[src/rtl/mem_stage_ctrl_if.sv]
// Request/response and data-memory port bundle for the memory-stage controller.
// The slave modport is the controller's view; master is the pipeline/memory side.
interface mem_stage_ctrl_if #(
    parameter int WORD_LENGTH   = 16,
    parameter int ADDRESS_SPACE = 12
);
    logic                       req_valid;
    logic [2:0]                 req_op;
    logic [ADDRESS_SPACE-1:0]   req_addr;
    logic [2*WORD_LENGTH-1:0]   req_data;
    logic                       busy;
    logic                       rsp_valid;
    logic [2*WORD_LENGTH-1:0]   rsp_data;
    logic [ADDRESS_SPACE-1:0]   sp;
    logic [ADDRESS_SPACE-1:0]   MAR;
    logic [WORD_LENGTH-1:0]     MDR_in;
    logic                       mem;
    logic                       rw;
    logic [WORD_LENGTH-1:0]     MDR_out;

    modport slave (
        input  req_valid, req_op, req_addr, req_data, MDR_out,
        output busy, rsp_valid, rsp_data, sp, MAR, MDR_in, mem, rw
    );

    modport master (
        output req_valid, req_op, req_addr, req_data, MDR_out,
        input  busy, rsp_valid, rsp_data, sp, MAR, MDR_in, mem, rw
    );
endinterface

[src/rtl/mem_stage_ctrl.sv]
// Memory-stage access controller: decodes load/store/stack/call/return ops,
// owns the stack pointer and sequences one or two data-memory accesses.
//
// state | meaning
// ------+---------------------------------------------------------------
// IDLE  | no access in flight; new request may be accepted
// A1    | first data-memory access (the only one for single-word ops)
// A2    | second access of CALL (low word write) or RET (high word read)
module mem_stage_ctrl #(
    parameter int WORD_LENGTH   = 16,
    parameter int ADDRESS_SPACE = 12,
    parameter int SP_RESET      = 2**ADDRESS_SPACE - 1
) (
    input  logic              clk,
    input  logic              reset,
    mem_stage_ctrl_if.slave   bus
);

    localparam logic [1:0] S_IDLE = 2'd0;
    localparam logic [1:0] S_A1   = 2'd1;
    localparam logic [1:0] S_A2   = 2'd2;

    localparam logic [2:0] OP_NOP  = 3'd0;
    localparam logic [2:0] OP_LDD  = 3'd1;
    localparam logic [2:0] OP_STD  = 3'd2;
    localparam logic [2:0] OP_PUSH = 3'd3;
    localparam logic [2:0] OP_POP  = 3'd4;
    localparam logic [2:0] OP_CALL = 3'd5;
    localparam logic [2:0] OP_RET  = 3'd6;
    localparam logic [2:0] OP_RSVD = 3'd7;

    localparam logic [ADDRESS_SPACE-1:0] SP_INIT = ADDRESS_SPACE'(SP_RESET);
    localparam logic [ADDRESS_SPACE-1:0] ONE     = ADDRESS_SPACE'(1);
    localparam logic [ADDRESS_SPACE-1:0] TWO     = ADDRESS_SPACE'(2);

    logic [1:0]                 r_state;
    logic [2:0]                 r_op;
    logic [ADDRESS_SPACE-1:0]   r_addr;
    logic [2*WORD_LENGTH-1:0]   r_data;
    logic [ADDRESS_SPACE-1:0]   r_sp;
    logic [WORD_LENGTH-1:0]     r_ret_lo;
    logic                       r_rsp_valid;
    logic [2*WORD_LENGTH-1:0]   r_rsp_data;

    logic                       w_accept;
    logic                       w_two_word;
    logic                       w_is_read;
    logic                       w_last;
    logic                       w_mem;
    logic                       w_rw;
    logic [ADDRESS_SPACE-1:0]   w_mar;
    logic [WORD_LENGTH-1:0]     w_mdr_in;
    logic [ADDRESS_SPACE-1:0]   w_sp_next;

    assign w_accept   = (r_state == S_IDLE) && bus.req_valid &&
                        (bus.req_op != OP_NOP) && (bus.req_op != OP_RSVD);
    assign w_two_word = (r_op == OP_CALL) || (r_op == OP_RET);
    assign w_is_read  = (r_op == OP_LDD) || (r_op == OP_POP) || (r_op == OP_RET);
    // Closing edge of the op's final access: SP update and response happen here.
    assign w_last     = ((r_state == S_A1) && !w_two_word) || (r_state == S_A2);

    // Drive the data-memory port from state so that mem drops with async reset.
    always_comb begin
        w_mem    = 1'b0;
        w_rw     = 1'b0;
        w_mar    = '0;
        w_mdr_in = '0;
        case (r_state)
            S_A1: begin
                w_mem = 1'b1;
                w_rw  = w_is_read;
                case (r_op)
                    OP_LDD:  w_mar = r_addr;
                    OP_STD: begin
                        w_mar    = r_addr;
                        w_mdr_in = r_data[WORD_LENGTH-1:0];
                    end
                    OP_PUSH: begin
                        w_mar    = r_sp;
                        w_mdr_in = r_data[WORD_LENGTH-1:0];
                    end
                    OP_POP:  w_mar = r_sp + ONE;
                    OP_CALL: begin
                        w_mar    = r_sp;
                        w_mdr_in = r_data[2*WORD_LENGTH-1:WORD_LENGTH];
                    end
                    OP_RET:  w_mar = r_sp + ONE;
                    default: w_mar = '0;
                endcase
            end
            S_A2: begin
                w_mem = 1'b1;
                w_rw  = w_is_read;
                case (r_op)
                    OP_CALL: begin
                        w_mar    = r_sp - ONE;
                        w_mdr_in = r_data[WORD_LENGTH-1:0];
                    end
                    OP_RET:  w_mar = r_sp + TWO;
                    default: w_mar = '0;
                endcase
            end
            default: ;
        endcase
    end

    // Stack pointer after the current op; wraps modulo the address space.
    always_comb begin
        w_sp_next = r_sp;
        case (r_op)
            OP_PUSH: w_sp_next = r_sp - ONE;
            OP_POP:  w_sp_next = r_sp + ONE;
            OP_CALL: w_sp_next = r_sp - TWO;
            OP_RET:  w_sp_next = r_sp + TWO;
            default: w_sp_next = r_sp;
        endcase
    end

    // Access sequencer: IDLE -> A1 -> (A2 for two-word ops) -> IDLE.
    always_ff @(posedge clk or posedge reset) begin
        if (reset) begin
            r_state <= S_IDLE;
        end else begin
            case (r_state)
                S_IDLE:  if (w_accept) r_state <= S_A1;
                S_A1:    r_state <= w_two_word ? S_A2 : S_IDLE;
                S_A2:    r_state <= S_IDLE;
                default: r_state <= S_IDLE;
            endcase
        end
    end

    // Capture the request on the accepting edge; held for the whole operation.
    always_ff @(posedge clk or posedge reset) begin
        if (reset) begin
            r_op   <= OP_NOP;
            r_addr <= '0;
            r_data <= '0;
        end else if (w_accept) begin
            r_op   <= bus.req_op;
            r_addr <= bus.req_addr;
            r_data <= bus.req_data;
        end
    end

    // Single SP update per op, only once its last access has completed.
    always_ff @(posedge clk or posedge reset) begin
        if (reset) begin
            r_sp <= SP_INIT;
        end else if (w_last) begin
            r_sp <= w_sp_next;
        end
    end

    // Response path. RET stages its low word so rsp_data changes only once.
    always_ff @(posedge clk or posedge reset) begin
        if (reset) begin
            r_rsp_valid <= 1'b0;
            r_rsp_data  <= '0;
            r_ret_lo    <= '0;
        end else begin
            r_rsp_valid <= w_last;
            if ((r_state == S_A1) && ((r_op == OP_LDD) || (r_op == OP_POP))) begin
                r_rsp_data <= {{WORD_LENGTH{1'b0}}, bus.MDR_out};
            end
            if ((r_state == S_A1) && (r_op == OP_RET)) begin
                r_ret_lo <= bus.MDR_out;
            end
            if ((r_state == S_A2) && (r_op == OP_RET)) begin
                r_rsp_data <= {bus.MDR_out, r_ret_lo};
            end
        end
    end

    assign bus.busy      = (r_state != S_IDLE);
    assign bus.rsp_valid = r_rsp_valid;
    assign bus.rsp_data  = r_rsp_data;
    assign bus.sp        = r_sp;
    assign bus.MAR       = w_mar;
    assign bus.MDR_in    = w_mdr_in;
    assign bus.mem       = w_mem;
    assign bus.rw        = w_rw;

endmodule

[src/flat_wrapper.sv]
// flat-port wrapper written by rule: the top's interface ports become plain ports
module mem_stage_ctrl_flat 
#(
    parameter int WORD_LENGTH   = 16,
    parameter int ADDRESS_SPACE = 12,
    parameter int SP_RESET      = 2**ADDRESS_SPACE - 1
)
  (clk, reset, bus_req_valid, bus_req_op, bus_req_addr, bus_req_data, bus_MDR_out, bus_busy, bus_rsp_valid, bus_rsp_data, bus_sp, bus_MAR, bus_MDR_in, bus_mem, bus_rw);
  mem_stage_ctrl_if #(.WORD_LENGTH(WORD_LENGTH), .ADDRESS_SPACE(ADDRESS_SPACE)) bus_i ();
  input  logic clk;
  input  logic reset;
  input wire logic [$bits(bus_i.req_valid)-1:0] bus_req_valid;
  input wire logic [$bits(bus_i.req_op)-1:0] bus_req_op;
  input wire logic [$bits(bus_i.req_addr)-1:0] bus_req_addr;
  input wire logic [$bits(bus_i.req_data)-1:0] bus_req_data;
  input wire logic [$bits(bus_i.MDR_out)-1:0] bus_MDR_out;
  output wire logic [$bits(bus_i.busy)-1:0] bus_busy;
  output wire logic [$bits(bus_i.rsp_valid)-1:0] bus_rsp_valid;
  output wire logic [$bits(bus_i.rsp_data)-1:0] bus_rsp_data;
  output wire logic [$bits(bus_i.sp)-1:0] bus_sp;
  output wire logic [$bits(bus_i.MAR)-1:0] bus_MAR;
  output wire logic [$bits(bus_i.MDR_in)-1:0] bus_MDR_in;
  output wire logic [$bits(bus_i.mem)-1:0] bus_mem;
  output wire logic [$bits(bus_i.rw)-1:0] bus_rw;
  assign bus_i.req_valid = bus_req_valid;
  assign bus_i.req_op = bus_req_op;
  assign bus_i.req_addr = bus_req_addr;
  assign bus_i.req_data = bus_req_data;
  assign bus_i.MDR_out = bus_MDR_out;
  assign bus_busy = bus_i.busy;
  assign bus_rsp_valid = bus_i.rsp_valid;
  assign bus_rsp_data = bus_i.rsp_data;
  assign bus_sp = bus_i.sp;
  assign bus_MAR = bus_i.MAR;
  assign bus_MDR_in = bus_i.MDR_in;
  assign bus_mem = bus_i.mem;
  assign bus_rw = bus_i.rw;
  mem_stage_ctrl #(.WORD_LENGTH(WORD_LENGTH), .ADDRESS_SPACE(ADDRESS_SPACE), .SP_RESET(SP_RESET)) u_core (.clk(clk), .reset(reset), .bus(bus_i));
endmodule
[config.mk]
export PLATFORM = sky130hd
export DESIGN_NAME = mem_stage_ctrl_flat
export DESIGN_NICKNAME = d
export VERILOG_FILES = /design/src/rtl/mem_stage_ctrl_if.sv /design/src/rtl/mem_stage_ctrl.sv /design/src/flat_wrapper.sv
export SDC_FILE = /design/constraint.sdc
export NUM_CORES = 1
export LEC_CHECK = 0
export BUFFER_PORTS_ARGS = -buffer_cell sky130_fd_sc_hd__buf_2
export CELL_PAD_IN_SITES_DETAIL_PLACEMENT = 0
export CELL_PAD_IN_SITES_GLOBAL_PLACEMENT = 1
export CORE_UTILIZATION = 44
export CTS_BUF_LIST = sky130_fd_sc_hd__clkbuf_2 sky130_fd_sc_hd__clkbuf_4 sky130_fd_sc_hd__clkbuf_8
export CTS_CLUSTER_SIZE = 14
export DETAILED_ROUTE_END_ITERATION = 10
export GPL_TIMING_DRIVEN = 1
export PLACE_DENSITY_LB_ADDON = 0.1
export SLEW_MARGIN = 20
export SYNTH_ARGS = -nofsm -noshare
export SYNTH_HDL_FRONTEND = slang
export SYNTH_SLANG_ARGS = --single-unit
[constraint.sdc]
create_clock -name clk -period 3.6 [get_ports clk]
set_input_delay 0.36 -clock clk [delete_from_list [all_inputs] [get_ports clk]]
set_output_delay 0.36 -clock clk [all_outputs]
set_load 0.02 [all_outputs]
==> results of run 1 <==
==> layout by cell type (no fill, tap or decap), drive strengths merged, types with 18 or more instances in the layout <==
cell type / count
a21oi: 19
a22o: 22
a22oi: 21
buf: 160
dfrtp: 98
mux2: 67
mux2i: 18
nand2: 50
nand3: 24
nor2: 28
nor2b: 25
o21ai: 50
==> area by class of cell <==
type	count	area share [%]
multi-input cells	486	46.5
flip-flops and latches	110	36.1
repair buffers	160	11.2
well taps	184	3.01
clock buffers	9	1.62
clock inverters	7	0.931
inverters	11	0.572
==> per-layer routing <==
metal | vias up | part of all wire (%) | GRT usage (%)
met4 | 0 | 3.9 | 13.7
met5 | - | 0 | 0
li1 | 2696 | - | -
met2 | 274 | 45 | 41.7
met3 | 57 | 7.9 | 6.68
met1 | 2976 | 43 | 35.8
==> state kept, by name (all words and copies together) (netlist names) <==
| register | cells |
|---|---|
| u_core.r_data | 32 |
| u_core.r_state | 2 |
| u_core.r_addr | 12 |
| u_core.r_ret_lo | 16 |
| u_core.bus.rsp_valid | 1 |
| u_core.bus.rsp_data | 32 |
| u_core.bus.sp | 12 |
| u_core.r_op | 3 |
==> power by group through the flow <==
stage | Combinational (W) | Sequential [W] | Clock, W
4_1_cts | 0.00382 | 0.00250 | 0.000783
2_1_floorplan | 0.00277 | 0.00241 | 0
6_report | 0.00384 | 0.00251 | 0.000746
3_3_place_gp | 0.00381 | 0.00248 | 0
3_5_place_dp | 0.00382 | 0.00252 | 0
5_1_grt | 0.00416 | 0.00260 | 0.000819
==> critical path, delay by kind of cell (launching register included) <==
kind | cells | cell delay [ns]
fa+ha+maj | 1 | 0.42
buf+inv | 1 | 0.17
compound gates | 2 | 0.38
flops | 1 | 0.73
xor+xnor | 1 | 0.11
simple gates | 2 | 0.64
==> how the worst max path moves through the flow <==
stage	start	to	slack, ns	cells past startpoint
after floorplan	reset	u_core.bus.rsp_data[0]	0.36	1
after global placement	u_core.bus.sp[2]	bus_MAR[7]	0.87	7
after detailed placement	u_core.bus.sp[2]	bus_MAR[7]	0.86	7
after CTS	u_core.bus.sp[2]	bus_MAR[7]	0.40	7
after global routing	u_core.bus.sp[2]	bus_MAR[7]	0.16	7
final	u_core.bus.sp[2]	bus_MAR[7]	0.39	7
==> kinds of logic after synthesis <==
kind of cell               Yosys count  synth area share, %
muxes                               85                 13.9
DFF                                110                 41.3
adders and majority gates            7                 1.31
xor gates and xnor gates            21                 2.74
and+or+nand+nor                    184                 14.4
AOI/OAI and AO/OA                  189                 20.5
buffers and inverters               74                 5.79
==> metrics by stage <==
| stage | instances | util [%] |
|---|---|---|
| final | 967 | 52.1 |
| after CTS | 967 | 52.1 |
| after global placement | 951 | 50.8 |
| after global routing | 967 | 52.1 |
| after floorplan | 670 | - |
| after detailed placement | 951 | 50.8 |
==> key figures, run 1 <==
Setup path
  • CP Data Required Time: approximately 3.2 ns
  • R2R cell count: 7
  • FF-to-FF End: u_core.bus.sp[7]
  • CP endpoint kind: output pin
  • Startpoint type of the worst setup path: flop
  • Slowest cell on crit path: dfstp_2
  • Setup Crit Path Kind: reg2out
  • Slowest stage delay, CP: roughly 0.73 ns
  • Max Fanout on Critical Path: 17
  • R2R Setup Slk: ~1.1 ns
  • CP cell instances: ha_1 > nand3_1 > nor3_1 > xor2_1 > a222oi_1 > o21ai_0 > buf_2
  • CP arrival: between 2 and 3 ns
  • Reg2reg start: u_core.r_state[1]

Timing
  • Final setup vio count: 0
  • Tcrit/Tclk final: between 80 and 90%
  • Unrepaired setup endpoints after global routing: no
  • Final setup margin: around 0.39 ns
  • Fin Setup TNS: 0 ns
  • Worst slew pin tran: about 0.87 ns
  • Final-report hold violation count: 0
  • F_max: slightly above 0.3 GHz
  • Final min period: 3.21 ns
  • WHS: roughly 0.056 ns
  • Slew HR: between 40 and 50%
  • Clk_skew: 0.0133 ns
  • Max Slew Vio Count: 0

Clock network
  • CTS Buffer Depth: 2
  • Num CTS Buffers: 9
  • Hold buffer count at CTS: 0
  • Setup Buffers After CTS: 0
  • Clock-pin slew on the worst setup and hold paths: around 0.11 ns
  • H-tree depth: 3
  • CTS tree: built
  • CTS resizes: 0
  • Worst skew pair latency: 0.39 ns
  • # clock sinks: 110
  • Root Driver: clkbuf_8

Final layout
  • Fill cell count: approximately 1400
  • Sequential Area: roughly 2800 um2
  • Final Instance Area: 7660 um2
  • Share of cells above drive strength 1: roughly a third
  • Area grow syn2layout: 14.3%
  • Fin nets: 851
  • Inserted Diodes: 0
  • Area of the multi-input gates: between 3000 and 4000 um2

Synth
  • Synthesized area per cell: approximately 10 um2
  • Synthesized instance count: 670
  • Ys flop type: dfrtp_1
  • Synth cell count leaders: dfrtp_1, mux2_2, nand2_1
  • Count leader, synth: dfrtp_1
  • Synth Register Bits: 110
  • Synthesized net count: 743
  • Synth top area cells: dfrtp_1, mux2_2, dfstp_2, a22o_1, mux2i_1
  • Post-Syn Area: between 6000 and 7000 um2
  • Yosys top cell area share: between 30% and 40%
  • Area leader, netlist: dfrtp_1
  • Synth cell types: 74
  • Register area share after synthesis: a little over 40%
  • Warnings from Yosys: 0
  • EDFF count, synth: 0
  • Synth async-reset ratio: 100%

Place
  • Cell Area, Placed: 7460 um2
  • GP Congestion: 0.941
  • HPWL Detailed: 14.5 mm
  • PortBufs: 141
  • Pre-CTS setup slack: 0.863 ns

Floorplanning
  • Number of top-level design ports: approximately 140
  • Die X: roughly 130 um
  • Core Box Area: 14700 um2
  • Die area: about 16000 um2
  • Initial Util: 45.6%
  • Row cnt: 44
  • Die Y: 125 um

Routing
  • Routed WL: approximately 21 mm
  • Vias post-DR: around 6000
  • Detailed Routing Iterations Pass 1: 9
  • Post-DRT Antenna Nets: 0
  • Iter 0 DRT Violations: around 420
  • Remaining DRCs: 4
  • Vias per inst: slightly above 6
  • Wire length per cell: about 21 um

Global routing
  • Pin count of the biggest net entering global routing: 60
  • Number of global-route vias before repair: ~6000
  • First-pass GRT wire length: approximately 33 mm
  • GRT overflow: 0
  • GRT Total Usage: ~27%
  • Initial antenna violation count: 0

Power and ir drop
  • Switching share of power: ~48%
  • Power Density: slightly above 900 nW/um2
  • Clock network power share: between 10% and 20%
  • Combinational cell fraction of total power: 54.1%
  • Sw Pwr: around 0.0034 W
  • Flop pwr share: 35.4%
  • Power Internal: approximately 0.0037 W
  • Worst vdd ir: roughly 0.33 mV
  • Static Leak: ~3.3 nW
  • Total power: slightly above 0.007 W

Outcome
  • Failing checks: DRC
  • Outcome: finished, violations left

Flow run
  • Max cap viols: 0

Worst hold path
  • Min-delay worst type: in2async
No activity file was read; power rests on OpenSTA's default activity.
==> inputs of run 2 (changes only) <==
- GPL_TIMING_DRIVEN: 1 -> 0
==> key figures, run 2 (synthesis gave the netlist of run 1 again) <==
Floorplanning
  • Core Box Area: 14700 um2 (unchanged)
  • Row cnt: 44 (unchanged)
  • Die Y: 125 um (unchanged)
  • Die X: 125 um (unchanged)
  • Die area: 15700 um2 (unchanged)
  • Number of top-level design ports: 142 (unchanged)
  • Initial Util: 45.6% (unchanged)

Timing
  • Worst slew pin tran: 1.00 ns (+0.135 ns)
  • Slew HR: 32.6% (-9.5 points)
  • Final setup margin: 0.177 ns (-0.210 ns)
  • Unrepaired setup endpoints after global routing: no
  • Tcrit/Tclk final: 95.1% (+5.8 points)
  • WHS: -0.00119 ns (-0.0569 ns)
  • Final setup vio count: 0 (unchanged)
  • F_max: 0.292 GHz (-6.1%)
  • Final min period: 3.42 ns (+0.210 ns)
  • Clk_skew: 0.0198 ns (+0.00651 ns)
  • Max Slew Vio Count: 0 (unchanged)
  • Final-report hold violation count: 1 (+1)

Clock network
  • CTS tree: built
  • Hold buffer count at CTS: 0 (unchanged)
  • CTS resizes: 0 (unchanged)
  • Clock-pin slew on the worst setup and hold paths: 0.11 ns (about the same)
  • CTS Buffer Depth: 2 (unchanged)
  • H-tree depth: 3 (unchanged)
  • Root Driver: clkbuf_8
  • Worst skew pair latency: 0.40 ns (about the same)
  • Num CTS Buffers: 9 (unchanged)
  • # clock sinks: 110 (unchanged)
  • Setup Buffers After CTS: 0 (unchanged)

Global routing
  • GRT met1 Usage: 34.3% (-1.4 points)
  • Pin count of the biggest net entering global routing: 59 (-1.7%)
  • GRT overflow: 0 (unchanged)
  • Met2 Usage GRT: 46.9% (+5.2 points)
  • Number of global-route vias before repair: 6315 (+4.8%)
  • First-pass GRT wire length: 34.2 mm (+2.4%)
  • Initial antenna violation count: 2 (+2)
  • GR Util met3: 7.70% (+1.0 points)
  • GRT Total Usage: 28.1% (+0.91 points)
  • GRT busiest layer: met2

Power and ir drop
  • Sw Pwr: 0.00352 W (+3.6%)
  • Power Internal: 0.00386 W (+4.1%)
  • Worst vdd ir: 0.380 mV (+14%)
  • Switching share of power: 47.7% (-0.13 points)
  • Flop pwr share: 30.7% (-4.7 points)
  • Power Density: 935 nW/um2 (+0.80%)
  • Clock network power share: 11.1% (+0.6 points)
  • Static Leak: 3.51 nW (+4.7%)
  • Combinational cell fraction of total power: 58.2% (+4.1 points)

Setup path
  • CP endpoint kind: output pin
  • CP arrival: 3.06 ns (+0.21 ns)
  • Setup Crit Path Kind: reg2out
  • Startpoint type of the worst setup path: flop
  • CP Data Required Time: 3.24 ns (about the same)
  • Max Fanout on Critical Path: 10 (-7)

Routing
  • Wire length per cell: 21.3 um (-0.55%)
  • Detailed Routing Iterations Pass 1: 10 (+1)
  • Vias post-DR: 6089 (+1.4%)
  • Vias per inst: 6.01 (-3.2%)
  • Post-DRT Antenna Nets: 0 (unchanged)
  • Remaining DRCs: 6 (+2)
  • Routed WL: 21.6 mm (+4.2%)
  • Iter 0 DRT Violations: 434 (+3.6%)

Worst hold path
  • Min-delay worst type: in2async

Final layout
  • Commonest non-fill, non-tap cell in the layout: buf_2
  • Share of cells above drive strength 1: 36.0% (+1.0 points)
  • Fin nets: 896 (+5.3%)
  • Area grow syn2layout: 17.7%
  • Commonest cells after routing, fill and taps aside: buf_2, dfrtp_1, mux2_2, nand2_1, o21ai_0

Place
  • HPWL Detailed: 15.7 mm (+8.4%)
  • PortBufs: 141 (unchanged)
  • Pre-CTS setup slack: 0.673 ns (-0.190 ns)
  • GP Congestion: 0.952 (+1.1%)

Outcome
  • Failing checks: DRC, hold timing
  • Outcome: finished, violations left

Flow run
  • Max cap viols: 0 (unchanged)
## run 2: cell types whose count changed in the layout (fill, tap and decap cells not counted), moves of 2 or more
cell        change
buf_1           +2
buf_4           -9
buf_2          +30
clkbuf_1       +16
buf_6           +5
clkinvlp_4      -2
## run 2: path summary, 6_finish.rpt
kind	startpoint	end	slack, ns	cells past startpoint
setup / recovery	u_core.bus.sp[0]	bus_MAR[6]	0.18	8
hold / removal	reset	u_core.r_data[7]	-0.001	2
setup reg to reg	u_core.bus.sp[1]	u_core.bus.sp[11]	1.10	9
hold reg to reg	u_core.bus.rsp_data[15]	u_core.bus.rsp_data[15]	0.50	2
max in group asynchronous	reset	u_core.bus.sp[7]	2.91	3
min in group clk	bus_req_addr[10]	u_core.r_addr[10]	0.19	2
## run 2: per-stage QoR
| stage | instance area, um2 | utilization (%) | setup TNS, ns | power [W] | std cells |
|---|---|---|---|---|---|
| detailed placement | 7670 | 52.2 | 0 | 0.00652 | 996 |
| global placement | 7640 | 52.0 | -78.42 | 0.00642 | 995 |
| finish | 7890 | 53.7 | 0 | 0.00738 | 1013 |
| floorplan | 6700 | - | 0 | 0.00517 | 670 |
| CTS | 7890 | 53.7 | 0 | 0.00736 | 1012 |
| global route | 7890 | 53.7 | 0 | 0.00787 | 1012 |
## run 2: critical path, cell delays in order (launching register included)
cell     delay [ns]
dfstp_2        0.64
buf_2          0.30
inv_1          0.19
ha_1           0.34
nor2b_1        0.20
and2_1         0.21
a221o_1        0.33
a32o_1         0.29
buf_2          0.17
## run 2: power groups by stage
| stage | clock network (W) | registers [W] | logic (W) |
|---|---|---|---|
| floorplan | 0 | 0.00241 | 0.00277 |
| global placement | 0 | 0.00225 | 0.00417 |
| detailed placement | 0 | 0.00228 | 0.00424 |
| CTS | 0.000844 | 0.00226 | 0.00425 |
| global route | 0.000888 | 0.00234 | 0.00464 |
| finish | 0.000823 | 0.00226 | 0.00429 |
## run 2: layout make-up
type | instances | area, um2
antenna | 1 | 2.50
buffer | 63 | 347
clock buffer | 9 | 124
clock inverter | 7 | 95.1
fill | 1372 | 6810
inverter | 11 | 46.3
multi-input combinational | 486 | 3550
sequential | 110 | 2770
tap | 184 | 230
timing repair buffer | 142 | 733
## run 2: per-layer routing
layer,part of all wire [%],up-vias
met2,47,235
met1,42,3018
met3,7.3,47
met4,3.3,2
li1,-,2787
met5,0.060,-
